<file path="config.mk">
export PLATFORM = sky130hd
export DESIGN_NAME = seq_chunk_adder
export DESIGN_NICKNAME = d
export VERILOG_FILES = /design/src/rtl/seq_arith_pkg.sv /design/src/rtl/chunk_adder.sv /design/src/rtl/seq_chunk_adder.sv
export SDC_FILE = /design/constraint.sdc
export NUM_CORES = 1
export LEC_CHECK = 0
export BUFFER_PORTS_ARGS = -buffer_cell sky130_fd_sc_hd__clkbuf_2
export CORE_MARGIN = 3
export CORE_UTILIZATION = 50
export DETAILED_ROUTE_END_ITERATION = 8
export PLACE_DENSITY = 0.86
export SLEW_MARGIN = 20
export SYNTH_ARGS = -nofsm -noshare
export SYNTH_HDL_FRONTEND = slang
export SYNTH_SLANG_ARGS = --single-unit
</file>
<file path="constraint.sdc">
create_clock -name clk -period 6.45 [get_ports clk]
set_input_delay 0.9675 -clock clk [delete_from_list [all_inputs] [get_ports clk]]
set_output_delay 0.9675 -clock clk [all_outputs]
set_load 0.01 [all_outputs]
</file>
<file path="src/rtl/seq_arith_pkg.sv">
// Shared types for the sequential chunked adder: controller states and
// the operation-mode encoding seen on the sub input.
package seq_arith_pkg;

    typedef enum logic [1:0] {
        IDLE = 2'd0,
        RUN  = 2'd1,
        DONE = 2'd2
    } state_t;

    localparam logic OP_ADD = 1'b0;
    localparam logic OP_SUB = 1'b1;

endpackage

</file>
<file path="src/rtl/chunk_adder.sv">
// Combinational CHUNK-bit adder slice: the generalised byte adder that the
// sequential wrapper reuses once per slice.
module chunk_adder #(
    parameter int CHUNK = 8
) (
    input  logic [CHUNK-1:0] a,
    input  logic [CHUNK-1:0] b,
    input  logic             cin,
    output logic [CHUNK-1:0] s,
    output logic             cout,
    output logic             c_top
);

    assign {cout, s} = {1'b0, a} + {1'b0, b} + {{CHUNK{1'b0}}, cin};

    // The top bit's sum is a ^ b ^ carry_in, so its carry-in falls out for free
    // and this still works when CHUNK is 1.
    assign c_top = a[CHUNK-1] ^ b[CHUNK-1] ^ s[CHUNK-1];

endmodule

</file>
<file path="src/rtl/seq_chunk_adder.sv">
// Multi-cycle WIDTH-bit add/subtract unit: one CHUNK-bit slice per cycle,
// LSB first, carry rippled through a register, valid/ready on both sides.
module seq_chunk_adder
    import seq_arith_pkg::*;
#(
    parameter int WIDTH = 16,
    parameter int CHUNK = 8
) (
    input  logic             clk,
    input  logic             rst_n,
    input  logic             in_valid,
    output logic             in_ready,
    input  logic [WIDTH-1:0] x,
    input  logic [WIDTH-1:0] y,
    input  logic             in_car,
    input  logic             sub,
    output logic             out_valid,
    input  logic             out_ready,
    output logic [WIDTH-1:0] sum,
    output logic             out_car,
    output logic             overflow,
    output logic             zero
);

    localparam int NCHUNK = WIDTH / CHUNK;
    localparam int IDX_W  = (NCHUNK > 1) ? $clog2(NCHUNK) : 1;

    state_t           state;
    state_t           state_next;
    logic [WIDTH-1:0] a_reg;
    logic [WIDTH-1:0] b_reg;
    logic [WIDTH-1:0] sum_next;
    logic             carry_reg;
    logic [IDX_W-1:0] idx;
    logic [CHUNK-1:0] a_slice;
    logic [CHUNK-1:0] b_slice;
    logic [CHUNK-1:0] s_slice;
    logic             slice_cout;
    logic             slice_ctop;
    logic             accept;
    logic             last_slice;

    assign accept     = in_valid && in_ready;
    assign last_slice = (idx == IDX_W'(NCHUNK - 1));

    chunk_adder #(
        .CHUNK (CHUNK)
    ) u_chunk_adder (
        .a     (a_slice),
        .b     (b_slice),
        .cin   (carry_reg),
        .s     (s_slice),
        .cout  (slice_cout),
        .c_top (slice_ctop)
    );

    // sum_next is the full result with the current slice merged in, so the
    // zero flag can be registered on the same edge as the final slice.
    always_comb begin
        a_slice  = a_reg[idx*CHUNK +: CHUNK];
        b_slice  = b_reg[idx*CHUNK +: CHUNK];
        sum_next = sum;
        sum_next[idx*CHUNK +: CHUNK] = s_slice;
    end

    always_ff @(posedge clk) begin
        if (!rst_n) begin
            state <= IDLE;
        end else begin
            state <= state_next;
        end
    end

    always_comb begin
        state_next = state;
        in_ready   = 1'b0;
        out_valid  = 1'b0;
        case (state)
            IDLE: begin
                in_ready = 1'b1;
                if (accept) begin
                    state_next = RUN;
                end
            end
            RUN: begin
                if (last_slice) begin
                    state_next = DONE;
                end
            end
            DONE: begin
                out_valid = 1'b1;
                if (out_ready) begin
                    state_next = IDLE;
                end
            end
            default: state_next = IDLE;
        endcase
    end

    // Subtraction is x + ~y + ~borrow_in, so the inverted operand and carry
    // are fixed at accept time and RUN only ever adds.
    always_ff @(posedge clk) begin
        if (!rst_n) begin
            a_reg     <= '0;
            b_reg     <= '0;
            carry_reg <= 1'b0;
            idx       <= '0;
            sum       <= '0;
            out_car   <= 1'b0;
            overflow  <= 1'b0;
            zero      <= 1'b0;
        end else begin
            case (state)
                IDLE: begin
                    if (accept) begin
                        a_reg     <= x;
                        b_reg     <= (sub == OP_SUB) ? ~y : y;
                        carry_reg <= in_car ^ sub;
                        idx       <= '0;
                    end
                end
                RUN: begin
                    sum       <= sum_next;
                    carry_reg <= slice_cout;
                    if (last_slice) begin
                        out_car  <= slice_cout;
                        overflow <= slice_ctop ^ slice_cout;
                        zero     <= ~|sum_next;
                    end else begin
                        idx <= idx + 1'b1;
                    end
                end
                default: begin
                end
            endcase
        end
    end

endmodule
</file>
Yosys cells after proc, flatten, opt, wreduce, memory -nomap -nowiden

Cells that the tools add are included.

Register bits: 55
Logic and storage cells: 49

$add $sub $neg: 4
Equal/unequal tests: 5
Shifts and indexed selects: 4
Muxes and demuxes: 13
Bitwise operators: 5
Reductions and logical operators: 9

Operators by type and width:

| cell                    | number |
|---|---|
| $neg 4->34              | 1 |
| $shift 8x34->16 const A | 1 |
| $shiftx 8x34->16        | 1 |
| $shiftx 16x5->8         | 2 |
| $bwmux 16               | 1 |
| $mux 16                 | 1 |
| $not 16->16             | 1 |
| $reduce_or 16->1        | 1 |
| $add 8x8->9             | 1 |
| $add 9x1->9             | 1 |
| $mux 2                  | 3 |
| $ne 2x2->1 const B      | 3 |
| $pmux 2 s3              | 1 |
| $reduce_and 2->1        | 3 |
| $mux 1                  | 5 |
| $pmux 1 s2              | 2 |
| $xor 1x1->1             | 4 |
| $reduce_and 3->1        | 1 |
| $eq 2x1->1 const B      | 1 |
| $eq 2x2->1 const B      | 1 |
| $logic_not 2->1         | 1 |
| $reduce_bool 2->1       | 1 |
| $add 1x1->1 const B     | 1 |
| $logic_and 1x1->1       | 1 |
| $logic_not 1->1         | 1 |

Logic depth before layout (Yosys ltp)

Depth after elaboration: 7
Depth in mapped cells: 11

Modules after synthesis

From an unflattened synthesis, not the netlist that was laid out.

Cell total of the unflattened synthesis: 307
Area, all modules: 2,879.0 µm²

Modules (own cells, without submodules):

| module          | times used | cells an instance | area an instance (µm²) |
|---|---|---|---|
| seq_chunk_adder | 1          | 264               | 2,514.9 |
| chunk_adder     | 1          | 43                | 364.1 |

Worst setup path before layout

No wires, ideal clock.

Path type: register to register
From: register idx
To: register zero
Setup time: 87 ps
Data arrival time: 3,079 ps
Required time: 6,363 ps
Path slack: 3,284 ps
Stages on the path, launching flop included: 11
Path buffers: 2
Cell sequence: dfxtp_1 -> clkbuf_1 -> buf_1 -> mux2i_1 -> fa_1 -> fa_1 -> nor2b_4 -> o31a_1 -> a21oi_1 -> or4_1 -> o31ai_1

Word-level cells in the longest chain between the ends: 7
Elaborated cells on any way between the ends: 11
Those cells by class: add/sub (3); shift (4); mux (1); reduce/logical (3)

Ends and longest elaborated chain:

| what                               | RTL line                                     | text |
|---|---|---|
| start: declaration                 | seq_chunk_adder.sv:34                        | `logic [IDX_W-1:0] idx;` |
| start signal: assignment           | seq_chunk_adder.sv:130                       | `idx <= idx + 1'b1;` |
| $shiftx 16x5->8 (on tied branches) | seq_chunk_adder.sv:60, seq_chunk_adder.sv:61 |  |
| $add 8x8->9                        | chunk_adder.sv:14                            | `assign {cout, s} = {1'b0, a} + {1'b0, b} + {{CHUNK{1'b0}}, cin};` |
| $add 9x1->9                        | chunk_adder.sv:14                            |  |
| $shiftx 8x34->16                   | seq_chunk_adder.sv:63                        | `sum_next[idx*CHUNK +: CHUNK] = s_slice;` |
| $bwmux 16                          | seq_chunk_adder.sv:63                        |  |
| $reduce_or 16->1                   | seq_chunk_adder.sv:128                       | `zero <= ~\|sum_next;` |
| $logic_not 1->1                    | seq_chunk_adder.sv:128                       |  |
| end signal: assignment             | seq_chunk_adder.sv:128                       |  |
| end: declaration                   | seq_chunk_adder.sv:22                        | `output logic zero` |

Parallel ways exist; a longest one is shown, timed or not.
A chain may end at the register's enable or synchronous reset.

Worst setup path after layout

Ends and elaborated chain as after synthesis.

==> flow_metrics.env <==
export IMPL_dieArea_mm2=0.00654
export IMPL_min_path_cells=2
export IMPL_max_cap_viol_count=0
export IMPL_finalHoldViolations=0
export IMPL_grt_pass1_wl_um=9470
export IMPL_r2r_cells=8
export IMPL_postPlaceCellArea_mm2=0.00311
export IMPL_syn_nets=354
export IMPL_status="finished clean"
export IMPL_cts_buffer_depth=2
export IMPL_yosysWarnings=0
export IMPL_io_pins=59
export IMPL_synth_edf_count=0
export IMPL_grtUsageTotal_pct=18.2
export IMPL_cp_max_fo=20
export IMPL_setup_tns_ns=0
export IMPL_port_buffers=58
export IMPL_cp_arrival_ns=3.49
export IMPL_ant_nets=0
export IMPL_grt_start_max_net_pins=57
export IMPL_clk_pin_slew_worst_paths_ns=0.09
export IMPL_crit_path_start_kind="register"
export IMPL_min_delay_path_class="reg2reg"
export IMPL_tritoncts="done"
export IMPL_min_period_ns=3.27
export IMPL_grt_ovfl_total=0
export IMPL_dp_hpwl_um=4200
export IMPL_cts_sinks=55
export IMPL_worst_pin_slew_ns=0.974
export IMPL_slew_limit_headroom_pct=34.8
export IMPL_place_gp_congestion=0.861
export IMPL_place_inst=415
export IMPL_final_period_utilization_pct=50.7
export IMPL_syn_avg_cell_area_um2=9.13
export IMPL_dieWidth_um=80.9
export IMPL_postSynthCellCount=307
export IMPL_p_leak_nw=1.52
export IMPL_layout_common_cells="nand2_1 (69), clkbuf_2 (58), dfxtp_1 (55), a21boi_0 (22), o211a_1 (21)"
export IMPL_postCtsHoldBufs=0
export IMPL_holdWs_ns=0.473
export IMPL_fmaxAchievable_mhz=306
export IMPL_nets=399
export IMPL_dominantRegCellSynth="dfxtp_1"
export IMPL_fin_skew_ns=0.00371
export IMPL_die_h_um=80.9
export IMPL_cts_buffers=5
export IMPL_critPathKind="reg2reg"
export IMPL_vias=2234
export IMPL_clk_insertion_delay_late_ns=0.30
export IMPL_rsz0062_at_grt="false"
export IMPL_design_power_total_mw=0.755
export IMPL_ys_types=43
export IMPL_vdd_drop_max_uv=166
export IMPL_antenna_found_initial=0
export IMPL_clk_root_buffer_cell="clkbuf_8"
export IMPL_ys_seq_elements=55
export IMPL_instances_no_fill=423
export IMPL_area_growth_syn_to_layout_pct=14.5
export IMPL_final_common_cell="nand2_1"
export IMPL_drt_total_wl_um=5720
export IMPL_ys_seq_area_share_pct=39.3
export IMPL_cts_setup_buffers=0
export IMPL_cts_resized=0
export IMPL_drc=0
export IMPL_rows=26
export IMPL_drt_iter0_markers=124
export IMPL_setup_viol=0
export IMPL_core_area_mm2=0.00527
export IMPL_drtPass1Iterations=4
export IMPL_post_drt_wl_per_cell_um=13.5
export IMPL_finalInstanceArea_mm2=0.00321
export IMPL_syn_area_mm2=0.00280
export IMPL_cts_htree_levels=2
export IMPL_drive_gt1_share_pct=24.1
export IMPL_ys_async_sr_fraction_pct=0
export IMPL_slew_viol_final=0
export IMPL_start_util_pct=53.2
export IMPL_powerDensity_mw_per_mm2=235
export IMPL_antenna_cells=0
export IMPL_critPathRequiredTime_ns=6.67
export IMPL_grt_pass1_vias=2028
export IMPL_setup_worst_path_end_class="register"
export IMPL_viasPerCell=5.28
path summary, 6_finish.rpt:
check            from       end  slack, ns
min reg2reg  a_reg[3]  a_reg[3]       0.47
max               idx      zero       3.18
min          a_reg[3]  a_reg[3]       0.47
max reg2reg       idx      zero       3.18
layer usage:
metal	track usage [%]	wire length, µm	up-vias
met2	28.1	2610	55
met5	0	0	-
met4	4.90	40	0
met3	3.77	296	4
met1	25.8	2770	1034
li1	-	-	1141
power by group:
group          switching, mW  internal, mW
Clock                  0.102        0.0982
Combinational         0.0912        0.0804
Sequential            0.0186         0.364
synth_stat cells (5+ instances only):
master | number | area (µm²)
nor2b_1 | 10 | 62.6
ha_1 | 7 | 87.6
mux2_2 | 13 | 146
o211a_1 | 21 | 210
a21oi_1 | 6 | 30.0
a21boi_0 | 22 | 165
dfxtp_1 | 55 | 1100
xnor2_1 | 20 | 175
mux2i_1 | 10 | 100
nand2_1 | 69 | 259
nor2_1 | 5 | 18.8
inv_1 | 6 | 22.5
clkbuf_1 | 17 | 63.8
logic make-up (layout without fill, tap and decap cells):
kind of cell	count (synthesis)	in the layout	synth area share, %
AO/OA/AOI/OAI	68	68	19.9
XOR/XNOR	21	21	6.56
adder cells (fa/ha/maj)	9	9	4.55
buffers and inverters	27	73	3.66
flip-flops	55	55	39.3
multiplexers	23	23	8.79
AND/OR/NAND/NOR	104	104	17.3
worst max-delay path, stage by stage, from the launching register on:
cell and delay [ns]:
dfxtp_1 0.89, mux2i_1 0.21, fa_1 0.46, fa_1 0.46, xnor2_1 0.21, nor4_1 0.23
nand4_1 0.12, or4_1 0.42, o31ai_1 0.18
through the flow:
| stage | setup slack [ns] | utilization [%] |
|---|---|---|
| global placement | 3.34 | 59.0 |
| floorplan | 3.28 | - |
| detailed placement | 3.20 | 59.0 |
| finish | 3.18 | 60.9 |
| CTS | 3.15 | 60.9 |
| global route | 2.94 | 60.9 |
layout make-up:
type	instances	area, µm²
inverter	6	22.5
tap	70	87.6
multi-input combinational	225	1600
timing repair buffer	59	298
fill	473	2060
sequential	55	1100
clock buffer	8	100
Note: power is estimated with default switching activity, not from simulation.
